[config.mk]
export PLATFORM = sky130hd
export DESIGN_NAME = jtag_host_sequencer
export DESIGN_NICKNAME = d
export VERILOG_FILES = /design/src/rtl/jtag_host_sequencer.sv
export SDC_FILE = /design/constraint.sdc
export NUM_CORES = 1
export LEC_CHECK = 0
export ABC_AREA = 1
export CORE_MARGIN = 3
export CORE_UTILIZATION = 54
export CTS_BUF_LIST = sky130_fd_sc_hd__clkbuf_8
export CTS_CLUSTER_SIZE = 25
export DETAILED_ROUTE_END_ITERATION = 8
export HOLD_SLACK_MARGIN = 0.06
export PLACE_DENSITY = 0.93
export SYNTH_ARGS = -nofsm -noshare
export SYNTH_HDL_FRONTEND = slang
export SYNTH_SLANG_ARGS = --single-unit
export TNS_END_PERCENT = 30
[constraint.sdc]
create_clock -name TCK -period 6 [get_ports TCK]
set_input_delay 1.2 -clock TCK [delete_from_list [all_inputs] [get_ports TCK]]
set_output_delay 1.2 -clock TCK [all_outputs]
set_load 0.01 [all_outputs]
[src/rtl/jtag_host_sequencer.sv]
// Host-side JTAG sequencer: turns IR/DR scan and TAP-reset commands into TMS/TDI
// streams on the falling edge of TCK and collects TDO into a response word.
module jtag_host_sequencer #(
    parameter int MAX_LEN         = 64,
    parameter int LEN_W           = 7,
    parameter int IR_RESET_CYCLES = 5
) (
    input  logic               TCK,
    input  logic               Reset,
    input  logic               cmd_valid,
    output logic               cmd_ready,
    input  logic [1:0]         cmd_op,
    input  logic [LEN_W-1:0]   cmd_len,
    input  logic [MAX_LEN-1:0] cmd_data,
    output logic               TMS,
    output logic               TDI,
    input  logic               TDO,
    output logic               rsp_valid,
    output logic [MAX_LEN-1:0] rsp_data,
    output logic               busy
);

    typedef enum logic [2:0] {
        S_RST_HI,
        S_RST_LO,
        S_IDLE,
        S_PRE,
        S_SHIFT,
        S_UPDATE,
        S_RTI,
        S_DONE
    } state_t;

    localparam logic [LEN_W-1:0] LP_MAX_LEN = LEN_W'(MAX_LEN);
    localparam logic [LEN_W-1:0] LP_RST_CYC = LEN_W'(IR_RESET_CYCLES);
    localparam logic [LEN_W-1:0] LP_PRE_DR  = LEN_W'(2);
    localparam logic [LEN_W-1:0] LP_PRE_IR  = LEN_W'(3);

    state_t               r_state;
    logic [LEN_W-1:0]     r_cnt;
    logic                 r_is_ir;
    logic                 r_rst_op;
    logic [LEN_W-1:0]     r_len_m1;
    logic [MAX_LEN-1:0]   r_sdata;
    logic [MAX_LEN-1:0]   r_rsp;
    logic                 r_tms;
    logic                 r_tdi;
    logic                 r_rsp_valid;
    logic                 r_cmd_ready;
    logic                 r_busy;
    logic                 r_tdo_smp;

    state_t               w_state_n;
    logic [LEN_W-1:0]     w_cnt_n;
    logic                 w_is_ir_n;
    logic                 w_rst_op_n;
    logic [LEN_W-1:0]     w_len_m1_n;
    logic [MAX_LEN-1:0]   w_sdata_n;
    logic [MAX_LEN-1:0]   w_rsp_n;
    logic                 w_tms_n;
    logic                 w_tdi_n;
    logic [LEN_W-1:0]     w_len_eff;
    logic                 w_accept;

    assign w_accept  = cmd_valid && r_cmd_ready;
    assign w_len_eff = ((cmd_len == '0) || (cmd_len > LP_MAX_LEN)) ? LP_MAX_LEN : cmd_len;

    // Next-state process: also advances the TDI shifter and the capture word.
    always_comb begin
        // NOTE: every signal gets a default before the case so no path infers a latch.
        w_state_n  = r_state;
        w_cnt_n    = r_cnt;
        w_is_ir_n  = r_is_ir;
        w_rst_op_n = r_rst_op;
        w_len_m1_n = r_len_m1;
        w_sdata_n  = r_sdata;
        w_rsp_n    = r_rsp;
        w_tdi_n    = 1'b0;

        case (r_state)
            S_RST_HI: begin
                if (r_cnt >= LP_RST_CYC) begin
                    w_state_n = S_RST_LO;
                    w_cnt_n   = '0;
                end else begin
                    w_cnt_n = r_cnt + LEN_W'(1);
                end
            end
            S_RST_LO: begin
                w_state_n = r_rst_op ? S_DONE : S_IDLE;
            end
            S_IDLE: begin
                if (w_accept) begin
                    if (cmd_op[1]) begin
                        // The accept edge already drives the first TMS=1 of the replay.
                        w_state_n  = S_RST_HI;
                        w_cnt_n    = LEN_W'(1);
                        w_rst_op_n = 1'b1;
                    end else begin
                        w_state_n  = S_PRE;
                        w_cnt_n    = '0;
                        w_is_ir_n  = cmd_op[0];
                        w_len_m1_n = w_len_eff - LEN_W'(1);
                        w_sdata_n  = cmd_data;
                        w_rsp_n    = '0;
                        w_rst_op_n = 1'b0;
                    end
                end
            end
            S_PRE: begin
                if (r_cnt == (r_is_ir ? LP_PRE_IR : LP_PRE_DR)) begin
                    w_state_n = S_SHIFT;
                    w_cnt_n   = '0;
                    w_tdi_n   = r_sdata[0];
                    w_sdata_n = r_sdata >> 1;
                end else begin
                    w_cnt_n = r_cnt + LEN_W'(1);
                end
            end
            S_SHIFT: begin
                // Bit k is committed at the edge closing shift period k.
                for (int i = 0; i < MAX_LEN; i++) begin
                    if (r_cnt == LEN_W'(i)) begin
                        w_rsp_n[i] = r_tdo_smp;
                    end
                end
                if (r_cnt == r_len_m1) begin
                    w_state_n = S_UPDATE;
                    w_cnt_n   = '0;
                end else begin
                    w_cnt_n   = r_cnt + LEN_W'(1);
                    w_tdi_n   = r_sdata[0];
                    w_sdata_n = r_sdata >> 1;
                end
            end
            S_UPDATE: w_state_n = S_RTI;
            S_RTI:    w_state_n = S_DONE;
            S_DONE: begin
                w_state_n  = S_IDLE;
                w_rst_op_n = 1'b0;
            end
            default: begin
                w_state_n = S_RST_HI;
                w_cnt_n   = '0;
            end
        endcase
    end

    // TMS for the period that the upcoming state occupies.
    always_comb begin
        w_tms_n = 1'b0;
        case (w_state_n)
            S_RST_HI: w_tms_n = 1'b1;
            S_PRE:    w_tms_n = (w_cnt_n == '0) || (w_is_ir_n && (w_cnt_n == LEN_W'(1)));
            S_SHIFT:  w_tms_n = (w_cnt_n == w_len_m1_n);
            S_UPDATE: w_tms_n = 1'b1;
            default:  w_tms_n = 1'b0;
        endcase
    end

    // All state and pin drivers move on the falling edge so the TAP sees stable levels at its rising edge.
    always_ff @(negedge TCK or posedge Reset) begin
        if (Reset) begin
            // NOTE: sequential state uses non-blocking assignments only.
            r_state     <= S_RST_HI;
            r_cnt       <= '0;
            r_is_ir     <= 1'b0;
            r_rst_op    <= 1'b0;
            r_len_m1    <= '0;
            r_sdata     <= '0;
            r_rsp       <= '0;
            r_tms       <= 1'b1;
            r_tdi       <= 1'b0;
            r_rsp_valid <= 1'b0;
            r_cmd_ready <= 1'b0;
            r_busy      <= 1'b1;
        end else begin
            r_state     <= w_state_n;
            r_cnt       <= w_cnt_n;
            r_is_ir     <= w_is_ir_n;
            r_rst_op    <= w_rst_op_n;
            r_len_m1    <= w_len_m1_n;
            r_sdata     <= w_sdata_n;
            r_rsp       <= w_rsp_n;
            r_tms       <= w_tms_n;
            r_tdi       <= w_tdi_n;
            r_rsp_valid <= (w_state_n == S_DONE);
            r_cmd_ready <= (w_state_n == S_IDLE);
            r_busy      <= (w_state_n != S_IDLE);
        end
    end

    // TDO is valid from the TAP at the rising edge inside each period.
    always_ff @(posedge TCK or posedge Reset) begin
        if (Reset) begin
            r_tdo_smp <= 1'b0;
        end else begin
            r_tdo_smp <= TDO;
        end
    end

    assign TMS       = r_tms;
    assign TDI       = r_tdi;
    assign cmd_ready = r_cmd_ready;
    assign rsp_valid = r_rsp_valid;
    assign rsp_data  = r_rsp;
    assign busy      = r_busy;

endmodule

==> reports/metrics.cfg <==
[run_status]
status=complete, no violations

[sta]
hold_slack_ns=0.452
finalMaxSlewViolations=0
finalSetupViolations=0
fin_skew_ns=0.0653
slew_headroom_pct=22.0
worstMarginPinSlew_ns=1.17
tns_ns=0
hold_viol_final=0

[finish]
final_core_util_pct=72.3
antenna_cells=0
final_nets=1175
instances_no_fill=1282
syn_to_final_growth_pct=28.2
drive_gt1_share_pct=10.1

[route]
vias=7296
post_drt_wl_per_cell_um=15.4
dr.pass1.iters=6
ant_nets=0
drtIter0Drc=673
viasPerCell=5.69
wl_um=19700
drc=0

[grt]
first_global_vias=6993
grt_pass1_wl_um=32900
antenna_found_initial=0
grt_max_degree=78
grt_use_total_pct=25.3
grt-ovfl-total=0

[critical_path]
crit_start=cmd_len[0]
crit_arrival_ns=3.30
worst_ep_required_time_ns=3.39
slowest_stage=clkdlybuf4s50_1
cp-start-kind=input port
crit_type=in2reg
cp_slowest_stage_delay_ns=0.45
crit_chain=clkdlybuf4s50_1 -> nor2_2 -> and2_4 -> nand2_1 -> nand2_2 -> nand2_2 -> ha_4 -> nand3_1 -> xor2_1 -> nand2_1 -> o21ai_1 -> inv_1 -> nand2_1 -> clkinv_1 -> nor2_1 -> nor2_1 -> nand3_1 -> nand3_1
path_max_fanout=3
worstReg2RegStart=r_tdo_smp
end_kind=register

[synth]
ys.warnings.count=0
avgSynthCellArea_um2=7.99
syn_nets=1038
synth_top_cell_by_area=dfrtn_1
synthCells=956
ys_top_cells_by_area=dfrtn_1 (49%), nand2_1 (12%), a31oi_1 (6.0%), nor2_1 (5.0%), nand3_1 (4.6%)
synth_area_mm2=0.00764
yosysSeqAreaShare_pct=50.1
synth-edff-count=0
synth-seq-cells=153
yosys.area.top_type_share_pct=49.1
synth_cell_types=36
async_flop_share_pct=100
synthFlopType=dfrtn_1

[power]
p_leak_nw=4.30
vdd_drop_max_uv=317
p_per_area_mw_per_mm2=525

[cts]
cts_setup_buffers=0
cts_tree=done
clock_latency_ns=0.46
cts.sinks=153
clk_pin_slew_worst_paths_ns=0.05
ctsRootBufferMaster=clkbuf_8
htree_levels=4
hold_buffers=0
clockBufferDepth=2
cts-buffers-inserted=17

[hold_path]
min-delay-start=rsp_data[2]
hold_class=reg2reg

[placed_design]
hpwl_um=13800
place.gp.congestion=0.923
numPortBuffers=145
place_inst=1249

[floorplanning]
die_y_um=125
die-area_mm2=0.0156
core_area_mm2=0.0136
boundaryPins=146
num_rows=42
die_w_um=125
start_util_pct=56.3

[run]
maxCapViolations=0

## layer usage
metal	vias up	GRT usage [%]	share of wire (%)
li1	3450	-	-
met4	0	8.67	1.4
met2	395	41.6	50
met3	28	5.16	8.8
met5	-	0	0
met1	3423	33.8	40
## state kept, by name (all words and copies together), names as in the netlist
| register | flops |
|---|---|
| rsp_valid | 1 |
| r_sdata | 64 |
| busy | 1 |
| r_rst_op | 1 |
| TDI | 1 |
| cmd_ready | 1 |
| r_is_ir | 1 |
| rsp_data | 64 |
| TMS | 1 |
| r_tdo_smp | 1 |
| r_cnt | 7 |
| r_state | 3 |
| r_len_m1 | 7 |
## cell families after synthesis
kind of cell    synth area share [%]
buf+inv                         7.39
xor+xnor                        1.15
compound gates                  15.9
simple gates                    24.6
fa+ha+maj                      0.819
flops                           50.1
## report_power, final
group	total [mW]	switching (mW)	leakage [nW]	internal, mW
Sequential	1.86	0.307	1.85	1.56
Clock	0.826	0.384	0.211	0.442
Combinational	2.46	1.42	2.24	1.03
## through the flow
step	total power, mW	worst slack (ns)	instance area (µm²)
floorplan	3.45	-0.0140	7640
detailed placement	4.31	-0.424	9340
global route	5.57	-0.0780	9800
finish	5.15	0.0853	9800
global placement	4.19	-0.284	9340
CTS	5.15	0.0387	9760
## Yosys cell counts, types with 2 or more instances
| library cell | count |
|---|---|
| ha_1 | 5 |
| or2_1 | 2 |
| nand2_2 | 10 |
| nor2_4 | 4 |
| nor3_1 | 4 |
| a31oi_1 | 73 |
| buf_2 | 19 |
| xnor2_1 | 4 |
| nand4_1 | 4 |
| buf_4 | 11 |
| nor2_1 | 101 |
| dfrtn_1 | 150 |
| o21ai_0 | 43 |
| nand2_1 | 235 |
| clkbuf_1 | 21 |
| dfstp_2 | 2 |
| o211ai_1 | 11 |
| xor2_1 | 6 |
| nor2_2 | 5 |
| inv_2 | 20 |
| inv_1 | 58 |
| o21ai_1 | 45 |
| a21oi_1 | 40 |
| nand3_1 | 70 |
| nor3_2 | 2 |
## path summary, 6_finish.rpt
path / cells after the start / to / slack [ns]
min: 2 / rsp_data[2] / 0.45
min reg2reg: 2 / rsp_data[2] / 0.45
min in group asynchronous: 3 / r_tdo_smp / 1.27
max: 18 / TMS / 0.09
max in group asynchronous: 3 / TMS / 1.43
max reg2reg: 2 / rsp_data[51] / 1.63
## repair_timing
action	in CTS	in global routing
hold endpoints to repair	0	0
endpoints found under the setup margin	0	1
gates resized for setup	0	12
## area by class of cell
| type | instances | area, µm² |
|---|---|---|
| flip-flops and latches | 153 | 3830 |
| fillers | 988 | 3760 |
| multi-input cells | 672 | 3280 |
| repair buffers | 169 | 1740 |
| inverters | 78 | 297 |
| clock buffers | 20 | 275 |
| well taps | 176 | 220 |
| clock inverters | 14 | 155 |
## placed cells by master (no fill, tap or decap), types with 4 or more instances in the layout
cell type,instances
nor3_1,4
o21ai_1,46
inv_1,58
nand4_1,4
nor2_2,7
a21oi_1,40
inv_2,20
o21ai_0,42
nor2_1,99
nand2_1,232
xor2_1,6
clkbuf_8,20
o211ai_1,11
dfrtn_1,150
buf_4,16
ha_1,4
nand2_2,13
a31oi_1,73
clkinvlp_4,5
clkdlybuf4s50_1,142
buf_12,8
nor2_4,4
nand3_1,70
xnor2_1,4
## critical path, delay by kind of cell
family / cells / cell delay, ns
AND/OR/NAND/NOR: 12 / 1.10
buffers and inverters: 3 / 0.58
adder cells (fa/ha/maj): 1 / 0.18
XOR/XNOR: 1 / 0.17
AO/OA/AOI/OAI: 1 / 0.07
Note: power is estimated with default switching activity, not from simulation.
